$ cat config.mk
export PLATFORM = sky130hd
export DESIGN_NAME = rgb_ycbcr_csc
export DESIGN_NICKNAME = d
export VERILOG_FILES = /design/src/rtl/csc_pkg.sv /design/src/rtl/csc_mul_rnd.sv /design/src/rtl/rgb_ycbcr_csc.sv
export SDC_FILE = /design/constraint.sdc
export NUM_CORES = 1
export LEC_CHECK = 0
export CORE_MARGIN = 2
export CORE_UTILIZATION = 61
export CTS_BUF_LIST = sky130_fd_sc_hd__clkbuf_4 sky130_fd_sc_hd__clkbuf_8
export CTS_CLUSTER_SIZE = 14
export DETAILED_ROUTE_END_ITERATION = 8
export GPL_TIMING_DRIVEN = 1
export PLACE_DENSITY = 0.79
export SETUP_SLACK_MARGIN = 0.5
export SYNTH_ARGS = -nofsm -noshare
export SYNTH_HDL_FRONTEND = slang
export SYNTH_HIERARCHICAL = 1
export SYNTH_SLANG_ARGS = --single-unit
export TNS_END_PERCENT = 20
$ cat constraint.sdc
create_clock -name clk -period 16.4 [get_ports clk]
set_input_delay 4.1 -clock clk [delete_from_list [all_inputs] [get_ports clk]]
set_output_delay 4.1 -clock clk [all_outputs]
set_load 0.05 [all_outputs]
$ cat src/rtl/csc_pkg.sv
// Shared definitions for the RGB-to-YCbCr converter: mode encodings,
// coefficient tables and the small arithmetic helpers used by the pipeline.
package csc_pkg;

    typedef enum logic [1:0] {
        CSC_BT601  = 2'd0,
        CSC_BT709  = 2'd1,
        CSC_BYPASS = 2'd2
    } csc_mode_e;

    // Coefficients in Q0.16; rescaled to COEF_FRAC at the point of use.
    localparam logic [15:0] BT601_KR  = 16'd19595;
    localparam logic [15:0] BT601_KB  = 16'd7471;
    localparam logic [15:0] BT601_KCR = 16'd46745;
    localparam logic [15:0] BT601_KCB = 16'd36984;
    localparam logic [15:0] BT709_KR  = 16'd13933;
    localparam logic [15:0] BT709_KB  = 16'd4732;
    localparam logic [15:0] BT709_KCR = 16'd41615;
    localparam logic [15:0] BT709_KCB = 16'd35318;

    typedef struct packed {
        logic [15:0] kr;
        logic [15:0] kb;
        logic [15:0] kcr;
        logic [15:0] kcb;
    } csc_coef_t;

    // Both bypass encodings return zeros; the products are ignored then.
    function automatic csc_coef_t csc_coefs(input logic [1:0] mode);
        csc_coef_t c;
        case (mode)
            CSC_BT601: c = '{kr: BT601_KR, kb: BT601_KB, kcr: BT601_KCR, kcb: BT601_KCB};
            CSC_BT709: c = '{kr: BT709_KR, kb: BT709_KB, kcr: BT709_KCR, kcb: BT709_KCB};
            default:   c = '0;
        endcase
        return c;
    endfunction

    function automatic logic [31:0] csc_scale(input logic [15:0] k, input int unsigned frac);
        if (frac >= 16) begin
            return {16'd0, k} << (frac - 16);
        end
        return {16'd0, k} >> (16 - frac);
    endfunction

    function automatic int csc_sat(input int v, input int unsigned pix_w);
        int hi;
        hi = (1 << pix_w) - 1;
        if (v < 0) begin
            return 0;
        end
        if (v > hi) begin
            return hi;
        end
        return v;
    endfunction

endpackage

$ cat src/rtl/csc_mul_rnd.sv
// Signed difference times unsigned Q0.COEF_FRAC coefficient. The product is
// registered; the rounded (ties toward +inf) result is taken from that register.
module csc_mul_rnd #(
    parameter int unsigned DIFF_W    = 9,
    parameter int unsigned COEF_FRAC = 16
) (
    input  logic                     clk,
    input  logic                     i_en,
    input  logic signed [DIFF_W-1:0] i_diff,
    input  logic [COEF_FRAC-1:0]     i_coef,
    output logic signed [DIFF_W:0]   o_rnd
);

    localparam int unsigned PROD_W = DIFF_W + COEF_FRAC + 1;
    localparam int unsigned RND_W  = DIFF_W + 1;
    localparam logic signed [PROD_W-1:0] HALF = PROD_W'(1 << (COEF_FRAC - 1));

    logic signed [PROD_W-1:0] w_prod;
    logic signed [PROD_W-1:0] w_biased;
    logic signed [PROD_W-1:0] r_prod;

    assign w_prod = PROD_W'(i_diff) * PROD_W'($signed({1'b0, i_coef}));

    always_ff @(posedge clk) begin
        if (i_en) begin
            r_prod <= w_prod;
        end
    end

    assign w_biased = r_prod + HALF;
    assign o_rnd    = RND_W'(w_biased >>> COEF_FRAC);

endmodule

$ cat src/rtl/rgb_ycbcr_csc.sv
// Four-stage RGB-to-YCbCr converter with per-pixel mode, rounding, saturation
// and a single global advance enable for valid/ready backpressure.
module rgb_ycbcr_csc
    import csc_pkg::*;
#(
    parameter int unsigned PIX_W     = 8,
    parameter int unsigned COEF_FRAC = 16,
    parameter int          Y_OFFSET  = 0,
    parameter int          C_OFFSET  = 2 ** (PIX_W - 1)
) (
    input  logic               clk,
    input  logic               rst,
    input  logic [1:0]         cfg_mode,
    input  logic [4*PIX_W-1:0] s_data,
    input  logic               s_valid,
    output logic               s_ready,
    output logic [4*PIX_W-1:0] m_data,
    output logic               m_valid,
    input  logic               m_ready,
    output logic               m_sat
);

    localparam int unsigned DW = 4 * PIX_W;
    localparam int unsigned YW = PIX_W + 2;
    localparam int unsigned CW = PIX_W + 3;

    logic                 r_s1_valid, r_s2_valid, r_s3_valid, r_s4_valid;
    logic [DW-1:0]        r_s1_px, r_s2_px, r_s3_px;
    logic                 r_s1_byp, r_s2_byp, r_s3_byp;
    logic [COEF_FRAC-1:0] r_s1_kcr, r_s1_kcb, r_s2_kcr, r_s2_kcb;
    logic signed [YW-1:0] r_s2_y, r_s3_y;
    logic [DW-1:0]        r_m_data;
    logic                 r_m_sat;

    logic                 w_adv;
    logic                 w_take;
    csc_coef_t            w_coefs;
    logic [COEF_FRAC-1:0] w_kr, w_kb, w_kcr, w_kcb;
    logic signed [PIX_W:0] w_d_rg, w_d_bg;
    logic signed [YW-1:0] w_rnd_r, w_rnd_b, w_y, w_d_ry, w_d_by;
    logic signed [CW-1:0] w_rnd_cr, w_rnd_cb;
    logic [DW-1:0]        w_csc_px;
    logic                 w_clip;
    int                   w_y_full, w_cr_full, w_cb_full;
    int                   w_y_sat, w_cr_sat, w_cb_sat;

    assign w_adv   = !r_s4_valid || m_ready;
    assign s_ready = w_adv && !rst;
    assign w_take  = s_valid && s_ready;

    // Stage 1: luma products from the incoming pixel, chroma coefs latched with it.
    assign w_coefs = csc_coefs(cfg_mode);
    assign w_kr    = COEF_FRAC'(csc_scale(w_coefs.kr, COEF_FRAC));
    assign w_kb    = COEF_FRAC'(csc_scale(w_coefs.kb, COEF_FRAC));
    assign w_kcr   = COEF_FRAC'(csc_scale(w_coefs.kcr, COEF_FRAC));
    assign w_kcb   = COEF_FRAC'(csc_scale(w_coefs.kcb, COEF_FRAC));
    assign w_d_rg  = $signed({1'b0, s_data[2*PIX_W-1:PIX_W]})
                   - $signed({1'b0, s_data[3*PIX_W-1:2*PIX_W]});
    assign w_d_bg  = $signed({1'b0, s_data[4*PIX_W-1:3*PIX_W]})
                   - $signed({1'b0, s_data[3*PIX_W-1:2*PIX_W]});

    csc_mul_rnd #(.DIFF_W(PIX_W + 1), .COEF_FRAC(COEF_FRAC)) u_mul_r (
        .clk    (clk),
        .i_en   (w_adv),
        .i_diff (w_d_rg),
        .i_coef (w_kr),
        .o_rnd  (w_rnd_r)
    );

    csc_mul_rnd #(.DIFF_W(PIX_W + 1), .COEF_FRAC(COEF_FRAC)) u_mul_b (
        .clk    (clk),
        .i_en   (w_adv),
        .i_diff (w_d_bg),
        .i_coef (w_kb),
        .o_rnd  (w_rnd_b)
    );

    // Stage 2: unclipped luma.
    assign w_y = $signed({2'b00, r_s1_px[3*PIX_W-1:2*PIX_W]}) + w_rnd_r + w_rnd_b;

    // Stage 3: chroma products against the unclipped luma.
    assign w_d_ry = $signed({2'b00, r_s2_px[2*PIX_W-1:PIX_W]}) - r_s2_y;
    assign w_d_by = $signed({2'b00, r_s2_px[4*PIX_W-1:3*PIX_W]}) - r_s2_y;

    csc_mul_rnd #(.DIFF_W(YW), .COEF_FRAC(COEF_FRAC)) u_mul_cr (
        .clk    (clk),
        .i_en   (w_adv),
        .i_diff (w_d_ry),
        .i_coef (r_s2_kcr),
        .o_rnd  (w_rnd_cr)
    );

    csc_mul_rnd #(.DIFF_W(YW), .COEF_FRAC(COEF_FRAC)) u_mul_cb (
        .clk    (clk),
        .i_en   (w_adv),
        .i_diff (w_d_by),
        .i_coef (r_s2_kcb),
        .o_rnd  (w_rnd_cb)
    );

    // Stage 4: offsets, saturation and output packing.
    always_comb begin
        w_y_full  = int'(r_s3_y) + Y_OFFSET;
        w_cr_full = int'(w_rnd_cr) + C_OFFSET;
        w_cb_full = int'(w_rnd_cb) + C_OFFSET;
        w_y_sat   = csc_sat(w_y_full, PIX_W);
        w_cr_sat  = csc_sat(w_cr_full, PIX_W);
        w_cb_sat  = csc_sat(w_cb_full, PIX_W);
        w_clip    = (w_y_sat != w_y_full) || (w_cr_sat != w_cr_full)
                 || (w_cb_sat != w_cb_full);
        w_csc_px  = {PIX_W'(w_y_sat), PIX_W'(w_cr_sat), PIX_W'(w_cb_sat),
                     r_s3_px[PIX_W-1:0]};
    end

    always_ff @(posedge clk) begin
        if (rst) begin
            r_s1_valid <= 1'b0;
            r_s2_valid <= 1'b0;
            r_s3_valid <= 1'b0;
            r_s4_valid <= 1'b0;
            r_m_data   <= '0;
            r_m_sat    <= 1'b0;
        end else if (w_adv) begin
            r_s1_valid <= w_take;
            r_s2_valid <= r_s1_valid;
            r_s3_valid <= r_s2_valid;
            r_s4_valid <= r_s3_valid;
            r_m_data   <= r_s3_byp ? r_s3_px : w_csc_px;
            r_m_sat    <= !r_s3_byp && w_clip;
        end
    end

    always_ff @(posedge clk) begin
        if (w_adv) begin
            r_s1_px  <= s_data;
            r_s1_byp <= cfg_mode[1];
            r_s1_kcr <= w_kcr;
            r_s1_kcb <= w_kcb;
            r_s2_px  <= r_s1_px;
            r_s2_byp <= r_s1_byp;
            r_s2_kcr <= r_s1_kcr;
            r_s2_kcb <= r_s1_kcb;
            r_s2_y   <= w_y;
            r_s3_px  <= r_s2_px;
            r_s3_byp <= r_s2_byp;
            r_s3_y   <= r_s2_y;
        end
    end

    assign m_valid = r_s4_valid;
    assign m_data  = r_m_data;
    assign m_sat   = r_m_sat;

endmodule

# Yosys cells after proc, flatten, opt, wreduce, memory -nomap -nowiden
# Index checks and enable logic that the tools add are counted.
[op_classes] n_addsub=12 mul=4 reduce_logical=10 order_cmp=6 eq_ne=4 muxes=20
[op_table] operator="$mux W32" count=7
[op_table] operator="$pmux W63 S2" count=1
[op_table] operator="$ne A32 B12 Y1" count=2
[op_table] operator="$add A27 B17 Y27 const B" count=2
[op_table] operator="$mul A10 B17 Y27" count=2
[op_table] operator="$add A26 B17 Y26 const B" count=2
[op_table] operator="$ne A32 B10 Y1" count=1
[op_table] operator="$mul A9 B17 Y26" count=1
[op_table] operator="$mul A9 B16 Y25" count=1
[op_table] operator="$add A11 B9 Y12 const B" count=2
[op_table] operator="$gt A12 B9 Y1 const B" count=2
[op_table] operator="$lt A12 B1 Y1 const B" count=2
[op_table] operator="$mux W8" count=3
[op_table] operator="$sub A9 B10 Y10" count=2
[op_table] operator="$sub A8 B8 Y9" count=2
[op_table] operator="$add A10 B10 Y10" count=1
[op_table] operator="$add A9 B10 Y10" count=1
[op_table] operator="$gt A10 B9 Y1 const B" count=1
[op_table] operator="$lt A10 B1 Y1 const B" count=1
[op_table] operator="$mux W1" count=9
[op_table] operator="$logic_and A1 B1 Y1" count=3
[op_table] operator="$logic_not A1 Y1" count=3
[op_table] operator="$logic_or A1 B1 Y1" count=3
[op_table] operator="$eq A2 B1 Y1 const B" count=1
[op_table] operator="$logic_not A2 Y1" count=1
[word_totals] reg_bits=326 out_inout_bits=35 input_bits=38 wordCells=78

# Longest topological paths before layout
[depth] word_depth=11 ltp_mapped=27 depth_no_buf=26

# By module
# The synthesis kept the hierarchy.
[by_module_without_submodules] mod="rgb_ycbcr_csc" n_inst=1 seq_area_each_um2=4494.3 area_per_inst_um2=7443.4 cells_per_inst=611
[by_module_without_submodules] mod="csc_mul_rnd (u_mul_cr)" n_inst=1 seq_area_each_um2=360.3 area_per_inst_um2=5666.7 cells_per_inst=626
[by_module_without_submodules] mod="csc_mul_rnd (u_mul_cb)" n_inst=1 seq_area_each_um2=360.3 area_per_inst_um2=5627.9 cells_per_inst=617
[by_module_without_submodules] mod="csc_mul_rnd (u_mul_r)" n_inst=1 seq_area_each_um2=330.3 area_per_inst_um2=5024.8 cells_per_inst=544
[by_module_without_submodules] mod="csc_mul_rnd (u_mul_b)" n_inst=1 seq_area_each_um2=330.3 area_per_inst_um2=4993.5 cells_per_inst=534

# Worst setup path after synthesis
# No wires, ideal clock.
[synth_path] path_kind="input-to-reg" from="in cfg_mode[1]" to="reg u_mul_b.r_prod[22], data pin" path_buffers=0 setup_time_ns=0.158 stages=15 setup_slack_ns=5.855 required_time_ns=16.242 t_arrival_ns=10.387 cell_sequence="nor2b_1 -> nand2_1 -> fa_1 -> inv_1 -> fa_1 -> fa_1 -> fa_1 -> fa_1 -> ha_1 -> nand3_1 -> o32ai_2 -> o31ai_1 -> a21oi_2 -> mux2_2 -> o211ai_1"
[synth_between] elab_chain_cells=3 word_cells_on_any_way=4 classes_between="mul (1); eq/ne (1); mux (1); reduce/logical (1)"
[synth_rtl] element="start, declared" line_no="rgb_ycbcr_csc.sv:13" rtl="input logic [1:0] cfg_mode,"
[synth_rtl] element="$eq A2 B1 Y1 or $logic_not A2 Y1 (tied branches)" line_no="csc_pkg.sv:31" rtl="case (mode)"
[synth_rtl] element="$pmux W63 S2 *" line_no="csc_pkg.sv:31"
[synth_rtl] element="$mul A9 B17 Y26 *" line_no="csc_mul_rnd.sv:22" rtl="assign w_prod = PROD_W'(i_diff) * PROD_W'($signed({1'b0, i_coef}));"
[synth_rtl] element="named net u_mul_b.w_prod[22]" line_no="csc_mul_rnd.sv:18" rtl="logic signed [PROD_W-1:0] w_prod;"
[synth_rtl] element="end signal, assigned" line_no="csc_mul_rnd.sv:26" rtl="r_prod <= w_prod;"
[synth_rtl] element="end, declared" line_no="csc_mul_rnd.sv:20" rtl="logic signed [PROD_W-1:0] r_prod;"
# Mark *: on every way through the listed nets, which the timed path passes. The rest lies on a longest branch.
# A chain may end at the register's enable or synchronous reset.

# Worst setup path in the final report
[layout_path] from="in s_data[16]" to="reg u_mul_b.r_prod[22], data pin"
[layout_between] elab_chain_cells=2
[layout_rtl] element="start, declared" line_no="rgb_ycbcr_csc.sv:14" rtl="input logic [4*PIX_W-1:0] s_data,"
[layout_rtl] element="$sub A8 B8 Y9" line_no="rgb_ycbcr_csc.sv:60" rtl="- $signed({1'b0, s_data[3*PIX_W-1:2*PIX_W]});"
[layout_rtl] element="named net w_d_bg[6]" line_no="rgb_ycbcr_csc.sv:39" rtl="logic signed [PIX_W:0] w_d_rg, w_d_bg;"
[layout_rtl] element="$mul A9 B17 Y26" line_no="csc_mul_rnd.sv:22"
[layout_rtl] element="named net u_mul_b.w_prod[22]" line_no="csc_mul_rnd.sv:18"
# The timed path passes the listed nets, and every way through them passes these cells.

==> qor.csv <==
metric,value,unit
status,"finished, final reports clean",
R2R Path Start,r_s2_y[1],
"Arr. time, crit path",11.49,ns
worst-case reg-to-reg path depth,22,
cells resized by post-CTS repair,0,
CP required,16.74,ns
Worst-path clk slew,0.06,ns
period utilization,0.6800,
vias in the first global route,22270,
"wirelength, routed",63380,um
worst setup slack after placement,4.849,ns
Non-Filler Instances,3687,
Clock Latency Late Sink,0.54,ns
DR vias/cell,5.618,
initial antenna violation count,1,
clock tree root buffer cell,clkbuf_8,
Synth cell types,93,
Synth-to-Final Area Change,8.471,%
wire length of the first global-routing pass,107600,um
final worst path period need,11.15,ns
"most used cell, CP",fa_1,
TritonCTS clock tree,built,
crit path from,s_data[16],
"top cells by area, synth","fa_1 30%, edfxtp_1 18%, ha_1 14%",
Max-Cap Viols,0,
crit-path leading delay family,adder cells,
GRT Residual Overflow,0,
predominant post-synthesis flop cell,edfxtp_1,
DR pass1 iterations,5,
row cnt,79,
Sum Neg Setup Slack,0,ns
I/O pin count,73,
CP endpoint,u_mul_b/r_prod[22],
Port Buffers,72,
Critical Path Max Stage Delay,0.88,ns
gp weighted congestion,0.9226,
die area,48890,um2
fin nets,3846,
Num CTS Buffers,37,
proportion of layout cells with a drive suffix above 1,0.04612,
DP HPWL,49160,um
largest net degree at the start of global routing,129,
Global Route Usage Sum,0.2675,
Post-CTS Hold Buffers,0,
Die Height,221.1,um
cell taking the most area after synthesis,fa_1,
DRC viols,0,
number of routed nets with antenna violations,0,
Post-synth EDFFs,171,
r2r endpoint,u_mul_cb/r_prod[24],
R2R Setup Slk,8.69,ns
multi-input logic area,21130,um2
Final Hold Viols,0,
post-CTS setup buffers,0,
Synth Instances,2932,
Setup CP Type,input port to register,
worst setup margin,5.248,ns
share of Yosys cell area claimed by the top area cell type,0.2987,
routed vias,20710,
dpl cells,3622,
worst slew pin tran,1.309,ns
type of the worst min-delay path,register to register,
Final Max Tran Viols,0,
Reg area,5876,um2
ys async rst share,0,
buffer and inverter count on the worst path,3,
Ys Warns,6,
WL/cell,17.19,um
H-tree levels,2,
Mapped Area,28760,um2
CP Max Fanout,16,
CP Capture Type,register,
Initial Util,0.6177,
Filler cells,3583,
Post-Syn Area per Cell,9.808,um2
DRT iter0 DRCs,1142,
CP startpoint kind,input port,
post-layout util,0.6700,
Clock Sinks,208,
"Setup violations, final",0,
core box area,46560,um2
clock buffer depth,3,
Synth Register Bits,208,
unrepaired setup endpoints after global routing,no,
proportion of synthesized chip area in sequential cells,0.2043,
Max Freq,89.67,MHz
Horiz. Die Dim,221.1,um
Worst path depth,23,
crit path cell chain,clkdlybuf4s50_1 > ha_1 > fa_1 > nor2b_1 > o21a_1 > o21a_1 > o21ai_0 > a2bb2oi_1 > and2_1 > fa_1 > fa_1 > fa_1 > inv_1 > fa_1 > inv_1 > ha_1 > ha_1 > nand3_1 > nor4_1 > o31ai_1 > a21oi_2 > mux2_2 > o211ai_1,
max_slew headroom,0.1242,
CP max-delay cell,a2bb2oi_1,
setup skew after layout,0.04442,ns
[cell usage in the layout (no fill, tap or decap), types with 7 or more instances in the layout]
| cell | count |
|---|---|
| a211oi_1 | 24 |
| a21o_1 | 32 |
| a21oi_1 | 96 |
| and2_1 | 247 |
| and3_1 | 13 |
| buf_4 | 29 |
| clkbuf_4 | 10 |
| clkbuf_8 | 37 |
| clkdlybuf4s50_1 | 72 |
| clkinv_2 | 7 |
| conb_1 | 73 |
| dfxtp_1 | 37 |
| edfxtp_1 | 171 |
| fa_1 | 429 |
| ha_1 | 325 |
| inv_1 | 467 |
| nand2_1 | 375 |
| nand2b_1 | 23 |
| nand3_1 | 53 |
| nand4_1 | 15 |
| nor2_1 | 111 |
| nor2b_1 | 60 |
| nor3_1 | 22 |
| o2111ai_1 | 7 |
| o21a_1 | 18 |
| o21ai_0 | 58 |
| o21bai_1 | 9 |
| o311ai_0 | 8 |
| xnor2_1 | 70 |
| xnor2_2 | 7 |
| xor2_1 | 35 |
[per-layer routing]
layer	global-route usage	wire, um
met4	0.1007	2488
met3	0.03134	3531
met1	0.3410	25630
met2	0.4694	31730
met5	0	0
[state kept, by name, summed over array words and instances (netlist names), 3 cells and up]
signal and cells:
u_mul_cr/r_prod 12, r_s2_y 10, r_s3_y 10, m_data 32
r_s2_px 32, u_mul_b/r_prod 11, u_mul_cb/r_prod 12, r_s3_px 32
r_s1_kcr 3, r_s1_px 32, u_mul_r/r_prod 11, r_s2_kcr 3
[Yosys cell counts (all sizes together), types with 37 or more instances]
cell and n:
inv 467, fa 429, nand2 376, ha 325, and2 247, edfxtp 171, nor2 113, a21oi 101
clkbuf 85, xnor2 77, nor2b 63, o21ai 63, nand3 53, dfxtp 37
[stage by stage]
step                      hold WS, ns  area [um2]
after floorplan                0.4003       29030
after global placement         0.4004       30470
after detailed placement       0.4045       30470
after CTS                      0.3909       31190
after global routing           0.3926       31190
final                          0.3923       31190
[worst min path at each step]
stage / depth (start not counted) / startpoint / to
after global routing: 0 / r_s1_kcr[12] / r_s2_kcr[12]
final: 0 / r_s2_byp / r_s3_byp
after global placement: 0 / r_s2_px[2] / r_s3_px[2]
after floorplan: 0 / r_s1_byp / r_s2_byp
after CTS: 0 / r_s1_kcr[12] / r_s2_kcr[12]
after detailed placement: 0 / r_s1_kcr[12] / r_s2_kcr[12]
[cell type report]
| type | count | area share |
|---|---|---|
| clock inverter | 17 | 0.004493 |
| clock buffer | 47 | 0.01873 |
| tap | 607 | 0.02435 |
| multi-input combinational | 2238 | 0.6773 |
| sequential | 208 | 0.1884 |
| timing repair buffer | 101 | 0.03008 |
| antenna | 1 | 0.00008022 |
| inverter | 468 | 0.05656 |
[cells by family (layout without fill, tap and decap cells)]
logic type | Yosys count | count (layout) | synth area share
buf+inv | 558 | 633 | 0.07305
other cells | 1 | 74 | 0.0001304
xor+xnor | 112 | 112 | 0.03411
simple gates | 952 | 952 | 0.1635
mux | 4 | 4 | 0.001479
flops | 208 | 208 | 0.2043
fa+ha+maj | 754 | 754 | 0.4401
compound gates | 343 | 343 | 0.08332
Power is left out: the tool's default activity adds up to more than one toggle a clock period on the data nets, which glitch-free logic cannot reach.
